### config.mk
export PLATFORM = sky130hd
export DESIGN_NAME = alu_request_arbiter
export DESIGN_NICKNAME = d
export VERILOG_FILES = /design/src/rtl/alu_request_arbiter.sv
export SDC_FILE = /design/constraint.sdc
export NUM_CORES = 1
export LEC_CHECK = 0
export ABC_AREA = 0
export BUFFER_PORTS_ARGS = -buffer_cell sky130_fd_sc_hd__buf_4
export CAP_MARGIN = 10
export CORE_AREA = 2 2 129 131
export CTS_CLUSTER_SIZE = 20
export DETAILED_ROUTE_END_ITERATION = 7
export DIE_AREA = 0 0 131 133
export PLACE_DENSITY_LB_ADDON = 0.15
export SLEW_MARGIN = 10
export SYNTH_ARGS = -nofsm -noshare
export SYNTH_HDL_FRONTEND = slang
export SYNTH_SLANG_ARGS = --single-unit
### constraint.sdc
create_clock -name clk -period 4.75 [get_ports clk]
set_input_delay 0.2375 -clock clk [delete_from_list [all_inputs] [get_ports clk]]
set_output_delay 0.2375 -clock clk [all_outputs]
set_load 0.05 [all_outputs]
### src/rtl/alu_request_arbiter.sv
// alu_request_arbiter: shares one combinational ALU between the main datapath
// (port 0) and the branch/compare unit (port 1). It arbitrates round-robin,
// drives the ALU from registers and returns the result over a valid/ready
// handshake. At most one operation is in flight at a time.
module alu_request_arbiter #(
    parameter int WIDTH = 32,
    parameter int OPW   = 4,
    parameter int SHW   = 5,
    parameter int CNTW  = 16
) (
    input  logic             clk,
    input  logic             rst,
    input  logic [1:0]       ReqValid,
    output logic [1:0]       ReqReady,
    input  logic [WIDTH-1:0] ReqA0,
    input  logic [WIDTH-1:0] ReqB0,
    input  logic [WIDTH-1:0] ReqA1,
    input  logic [WIDTH-1:0] ReqB1,
    input  logic [OPW-1:0]   ReqOps0,
    input  logic [OPW-1:0]   ReqOps1,
    input  logic [SHW-1:0]   ReqShamt0,
    input  logic [SHW-1:0]   ReqShamt1,
    output logic [1:0]       RespValid,
    input  logic [1:0]       RespReady,
    output logic [WIDTH-1:0] RespData,
    output logic             RespCarry,
    output logic             RespZero,
    output logic             RespSign,
    output logic             RespEqual,
    output logic [WIDTH-1:0] AluA,
    output logic [WIDTH-1:0] AluB,
    output logic [OPW-1:0]   AluOps,
    output logic [SHW-1:0]   AluShamt,
    input  logic [WIDTH-1:0] AluOut,
    input  logic             AluCarry,
    input  logic             AluZero,
    input  logic             AluSign,
    input  logic             AluEqual,
    output logic             Busy,
    output logic [CNTW-1:0]  GrantCnt0,
    output logic [CNTW-1:0]  GrantCnt1
);

    typedef enum logic [1:0] {
        IDLE = 2'd0,
        EXEC = 2'd1,
        RESP = 2'd2
    } state_t;

    state_t     state;
    state_t     stateNext;
    logic       prio;       // port favoured when both request
    logic       gntId;      // port owning the in-flight operation
    logic [1:0] grant;      // one-hot grant, only non-zero in IDLE
    logic       gntSel;
    logic       respDone;

    // Saturating increment for the per-port grant counters.
    function automatic logic [CNTW-1:0] satInc(input logic [CNTW-1:0] v);
        return (&v) ? v : v + 1'b1;
    endfunction

    // Next state and round-robin grant selection.
    always_comb begin
        stateNext = state;
        grant     = 2'b00;
        respDone  = 1'b0;
        case (state)
            IDLE: begin
                unique case (ReqValid)
                    2'b01:   grant = 2'b01;
                    2'b10:   grant = 2'b10;
                    2'b11:   grant = prio ? 2'b10 : 2'b01;
                    default: grant = 2'b00;
                endcase
                if (grant != 2'b00) begin
                    stateNext = EXEC;
                end
            end
            EXEC: begin
                stateNext = RESP;
            end
            RESP: begin
                respDone = RespReady[gntId];
                if (respDone) begin
                    stateNext = IDLE;
                end
            end
            default: begin
                stateNext = IDLE;
            end
        endcase
    end

    assign gntSel   = grant[1];
    assign ReqReady = grant & {2{rst}};
    assign Busy     = (state != IDLE);

    // State, operand stage, result capture and grant counters.
    always_ff @(posedge clk) begin
        if (!rst) begin
            state     <= IDLE;
            prio      <= 1'b0;
            gntId     <= 1'b0;
            AluA      <= '0;
            AluB      <= '0;
            AluOps    <= '0;
            AluShamt  <= '0;
            RespValid <= 2'b00;
            RespData  <= '0;
            RespCarry <= 1'b0;
            RespZero  <= 1'b0;
            RespSign  <= 1'b0;
            RespEqual <= 1'b0;
            GrantCnt0 <= '0;
            GrantCnt1 <= '0;
        end else begin
            state <= stateNext;
            case (state)
                IDLE: begin
                    if (grant != 2'b00) begin
                        gntId    <= gntSel;
                        AluA     <= gntSel ? ReqA1 : ReqA0;
                        AluB     <= gntSel ? ReqB1 : ReqB0;
                        AluOps   <= gntSel ? ReqOps1 : ReqOps0;
                        AluShamt <= gntSel ? ReqShamt1 : ReqShamt0;
                        if (gntSel) begin
                            GrantCnt1 <= satInc(GrantCnt1);
                        end else begin
                            GrantCnt0 <= satInc(GrantCnt0);
                        end
                    end
                end
                EXEC: begin
                    RespData  <= AluOut;
                    RespCarry <= AluCarry;
                    RespZero  <= AluZero;
                    RespSign  <= AluSign;
                    RespEqual <= AluEqual;
                    RespValid <= gntId ? 2'b10 : 2'b01;
                end
                RESP: begin
                    if (respDone) begin
                        RespValid <= 2'b00;
                        prio      <= ~gntId;
                    end
                end
                default: begin
                    RespValid <= 2'b00;
                end
            endcase
        end
    end

endmodule

# Word level (Yosys, flattened, before mapping)
# Index checks and enable logic that the tools add are counted.
op_classes:
  addsub: 2
  order_cmp: 1
  n_eq_ne: 8
  muxes: 17
  bitwise_logic: 6
  n_reduce_logical: 12
op_table:
  columns: ["operator", "count"]
  rows:
  - ["32-bit two-way mux", 2]
  - ["16-bit by 1-bit adder with 16-bit output (second input constant)", 2]
  - ["16-bit AND reduction", 2]
  - ["2-bit case mux with 3 select lines", 3]
  - ["2-bit two-way mux", 7]
  - ["2-bit AND reduction", 4]
  - ["4-bit AND reduction", 2]
  - ["2-bit equality test (second input constant)", 3]
  - ["2-bit inequality test (second input constant)", 3]
  - ["2-bit nonzero test", 3]
  - ["5-bit two-way mux", 1]
  - ["1-bit NOT", 5]
  - ["2-bit by 1-bit equality test with 1-bit output (second input constant)", 2]
  - ["4-bit two-way mux", 1]
  - ["1-bit two-way mux", 3]
  - ["2-bit AND", 1]
  - ["2-bit logical NOT", 1]
  - ["1-bit by 2-bit less-than comparator with 1-bit output (second input constant)", 1]
totals:
  ff_bits: 147
  in_bits: 188
  wordCells: 61

# Longest topological paths before layout
depth:
  depth_word: 6
  ltp_mapped: 7
  mapped_depth_nobuf: 5

# Worst setup path after synthesis
# No wires, ideal clock.
synth_path:
  path_type: "reg2reg"
  from: "reg GrantCnt1[0]"
  to: "reg GrantCnt1[14]"
  setup_time_ps: 71
  arrival_ps: 1939
  t_required_ps: 4679
  path_slack_ps: 2740
  path_stages_with_launch: 7
  path_buffers: 1
  period_less_slack_ps: 2010
  path_cell_list: "dfxtp_1 ha_1 and2_1 nand4_4 buf_6 or4_1 a21oi_1"
synth_via:
  elab_chain_len: 3
synth_rtl:
  columns: ["item", "line", "rtl"]
  rows:
  - ["from (decl)", "41", "output logic [CNTW-1:0] GrantCnt1"]
  - ["from (signal assigned)", "128", "GrantCnt1 <= satInc(GrantCnt1);"]
  - ["branches (longest 3 deep; another with 16-bit by 1-bit adder with 16-bit output)", null, null]
# Parallel ways; which one is timed is not known.
# A chain may end at the register's enable or synchronous reset.

# Worst setup path in the final report
layout_path:
  from: "reg state[0]"
  to: "out ReqReady[1]"
layout_via:
  elab_chain_len: 3
layout_rtl:
  columns: ["item", "line", "rtl"]
  rows:
  - ["from (decl)", "50", "state_t state;"]
  - ["from (signal assigned)", "118", "state <= stateNext;"]
  - ["2-bit logical NOT", "68", "case (state)"]
  - ["2-bit two-way mux", "68", null]
  - ["2-bit AND", "96", "assign ReqReady = grant & {2{rst}};"]
  - ["to (decl)", "14", "output logic [1:0] ReqReady,"]
# Every way passes these cells.

==> flow_summary.json <==
{
  "leakage_nw": 4.10,
  "grt_overflow_total": 0,
  "mostFrequentLayoutCells": "buf_4 (340), dfxtp_1 (147), nand2_1 (98)",
  "hold_viol_final": 0,
  "synth_top_area_share_pct": 49.3,
  "clockBufferDepth": 2,
  "cts-root-buf": "clkbuf_16",
  "period_needed_ps": 2570,
  "clock_latency_ps": 420,
  "syn_area_per_cell_sq_um": 9.35,
  "detail_route.wl_per_cell_um": 17.1,
  "fin_nets": 1132,
  "arrival_ps": 2330,
  "place_congestion": 0.852,
  "synth_area_leaders": "dfxtp_1 (49%), a222oi_1 (8.7%), nand2_1 (6.2%)",
  "cts-resized-gates": 0,
  "crit_chain": "nor2_4 -> and3_2 -> and2_1 -> buf_4",
  "ys_async_sr_fraction_pct": 0,
  "min_path_cells": 2,
  "worstHoldStart": "ReqB1[22]",
  "mostFrequentLayoutCell": "buf_4",
  "finalSetupViolCount": 0,
  "clock-sinks": 147,
  "synthFlopType": "dfxtp_1",
  "core_sq_mm": 0.0162,
  "pin_count": 334,
  "worstPathRequired_ps": 4510,
  "dieArea_sq_mm": 0.0174,
  "ys_seq_elements": 147,
  "grtUsageTotal_pct": 22.6,
  "numCtsBuffers": 17,
  "slew_headroom_pct": 41.6,
  "antenna_cells": 0,
  "synth-seq-area-share_pct": 49.3,
  "synth_cells": 638,
  "maxSlewViolCount": 0,
  "clk_pin_slew_ps": 60,
  "start_util_pct": 36.9,
  "h-tree-depth": 4,
  "power_density_mw_per_mm2": 394,
  "crit_path_end_kind": "primary output",
  "hp-class": "in -> reg",
  "syn_to_final_growth_pct": 53.4,
  "r2r_start": "state[0]$_SDFFE_PN0P_",
  "post-dp-hpwl_mm": 14.0,
  "crit_fanout": 22,
  "vias": 6243,
  "yosys_warnings": 0,
  "drt-initial-drc-count": 580,
  "yosysTopAreaCell": "dfxtp_1",
  "cp-startpoint": "state[0]$_SDFFE_PN0P_",
  "status": "complete, no violations",
  "antenna_found_initial": 0,
  "syn_nets": 828,
  "cts_tree": "yes",
  "fin_crit_sh_pct": 54.1,
  "dieWidth_um": 131,
  "max_freq_mhz": 389,
  "syn-cell-area_sq_mm": 0.00597,
  "fin_skew_ps": 9.60,
  "grt_first_pass_wirelength_mm": 31.1,
  "ctsHoldBuffers": 0,
  "max_slew.worst_pin.slew_ps": 876,
  "wl_mm": 20.1,
  "postCtsSetupBuffers": 0,
  "die_y_um": 133,
  "critical_path_cell_count": 4,
  "fin_cells": 1175,
  "critical-path-max-stage-delay_ps": 700,
  "via_per_inst": 5.31,
  "critical_path_buf_inv_count": 1,
  "drv_cap": 0,
  "nFillCells": 1514,
  "r2r_cells": 5,
  "synth_cell_types": 58,
  "firstDrtPassIters": 7,
  "synth_edf_count": 0,
  "rows": 47,
  "grt_max_degree": 76,
  "cpMaxStageDelayCell": "and2_1",
  "drcViolationCount": 0,
  "postRouteAntennaNets": 0,
  "critPathTopFamily": "simple AND/OR/NAND/NOR gates",
  "worst-setup-path-type": "reg -> out",
  "peakVddDrop_v": 0.000236,
  "grt_pass1_vias": 5926,
  "tns_ps": 0,
  "layout-drive-gt1-share_pct": 40.7,
  "rsz0062_at_grt": "false",
  "worst_setup_path_start_kind": "register",
  "place_inst": 1143,
  "port_buffers": 333
}
## kinds of logic (layout without fill, tap and decap cells)
group                      count (synthesis)  in the layout  share of synthesized area [%]
AOI/OAI and AO/OA                        164            164                           22.1
adders and majority gates                  2              2                          0.419
buffers and inverters                     60            377                           4.86
DFF                                      147            147                           49.3
muxes                                     12             12                           2.01
and+or+nand+nor                          253            253                           21.3
## sequential cells by signal, indices dropped and copies added, names as in the netlist, 2 cells and up
register	count
AluA	32
AluB	32
RespData	32
GrantCnt0	16
GrantCnt1	16
AluShamt	5
AluOps	4
RespValid	2
state	2
## per-stage QoR
| step | setup slack, ps | hold WS [ps] | total power [mW] | instance area (sq um) | util, % |
|---|---|---|---|---|---|
| after floorplan | 2740 | 374 | 1.92 | 5970 | - |
| after global placement | 2390 | 442 | 2.24 | 8540 | 52.8 |
| after detailed placement | 2350 | 447 | 2.24 | 8540 | 52.8 |
| after CTS | 2190 | 15.3 | 3.64 | 9160 | 56.6 |
| after global routing | 2080 | 16.4 | 3.75 | 9160 | 56.6 |
| final | 2180 | 35.5 | 3.61 | 9160 | 56.6 |
## Yosys cell counts, drive strengths merged (2+ instances only)
master and n:
nand4 9, nand3 7, o311ai 2, o21ai 5, and3 25, a21oi 52, nor3 10, o221a 2
a222oi 52, clkbuf 24, nand2b 9, a31oi 2, nor2 60, o41ai 2, a221o 21, ha 2
nand2 98, o2111ai 2, or3 2, nor4 3, inv 5, o31ai 8, or4 8, and4 5
a41oi 3, mux2i 12, and2 7, nor2b 2, a211oi 5, nor4b 2, dfxtp 147, buf 31
## worst paths after layout
check	to	slack [ps]
setup / recovery	ReqReady[1]	2180
hold / removal	AluB[22]$_SDFFE_PN0P_	40
setup reg to reg	AluA[4]$_SDFFE_PN0P_	2570
hold reg to reg	RespData[17]$_SDFFE_PN0N_	450
## cell type report
| cell class | count | area, sq um | share of cell area [%] |
|---|---|---|---|
| multi-input cells | 431 | 2750 | 30.0 |
| flip-flops and latches | 147 | 2940 | 32.1 |
| repair buffers | 340 | 2550 | 27.9 |
| well taps | 220 | 275 | 3.01 |
| clock inverters | 14 | 178 | 1.94 |
| clock buffers | 18 | 439 | 4.80 |
| inverters | 5 | 20.0 | 0.219 |
## report_power, final
| group | total, mW | leakage, nW | switching (mW) | internal (mW) |
|---|---|---|---|---|
| sequential | 1.38 | 1.20 | 0.0551 | 1.32 |
| clock | 1.40 | 0.295 | 0.551 | 0.847 |
| combinational | 0.835 | 2.60 | 0.530 | 0.305 |
| total | 3.61 | 4.10 | 1.14 | 2.47 |
## per-layer routing
| layer | wire [um] | GRT usage (%) |
|---|---|---|
| met1 | 8510 | 29.5 |
| met2 | 9460 | 34.9 |
| met3 | 1610 | 6.27 |
| met4 | 482 | 9.99 |
| met5 | 0 | 0 |
Power figures use the tool's default switching activity.
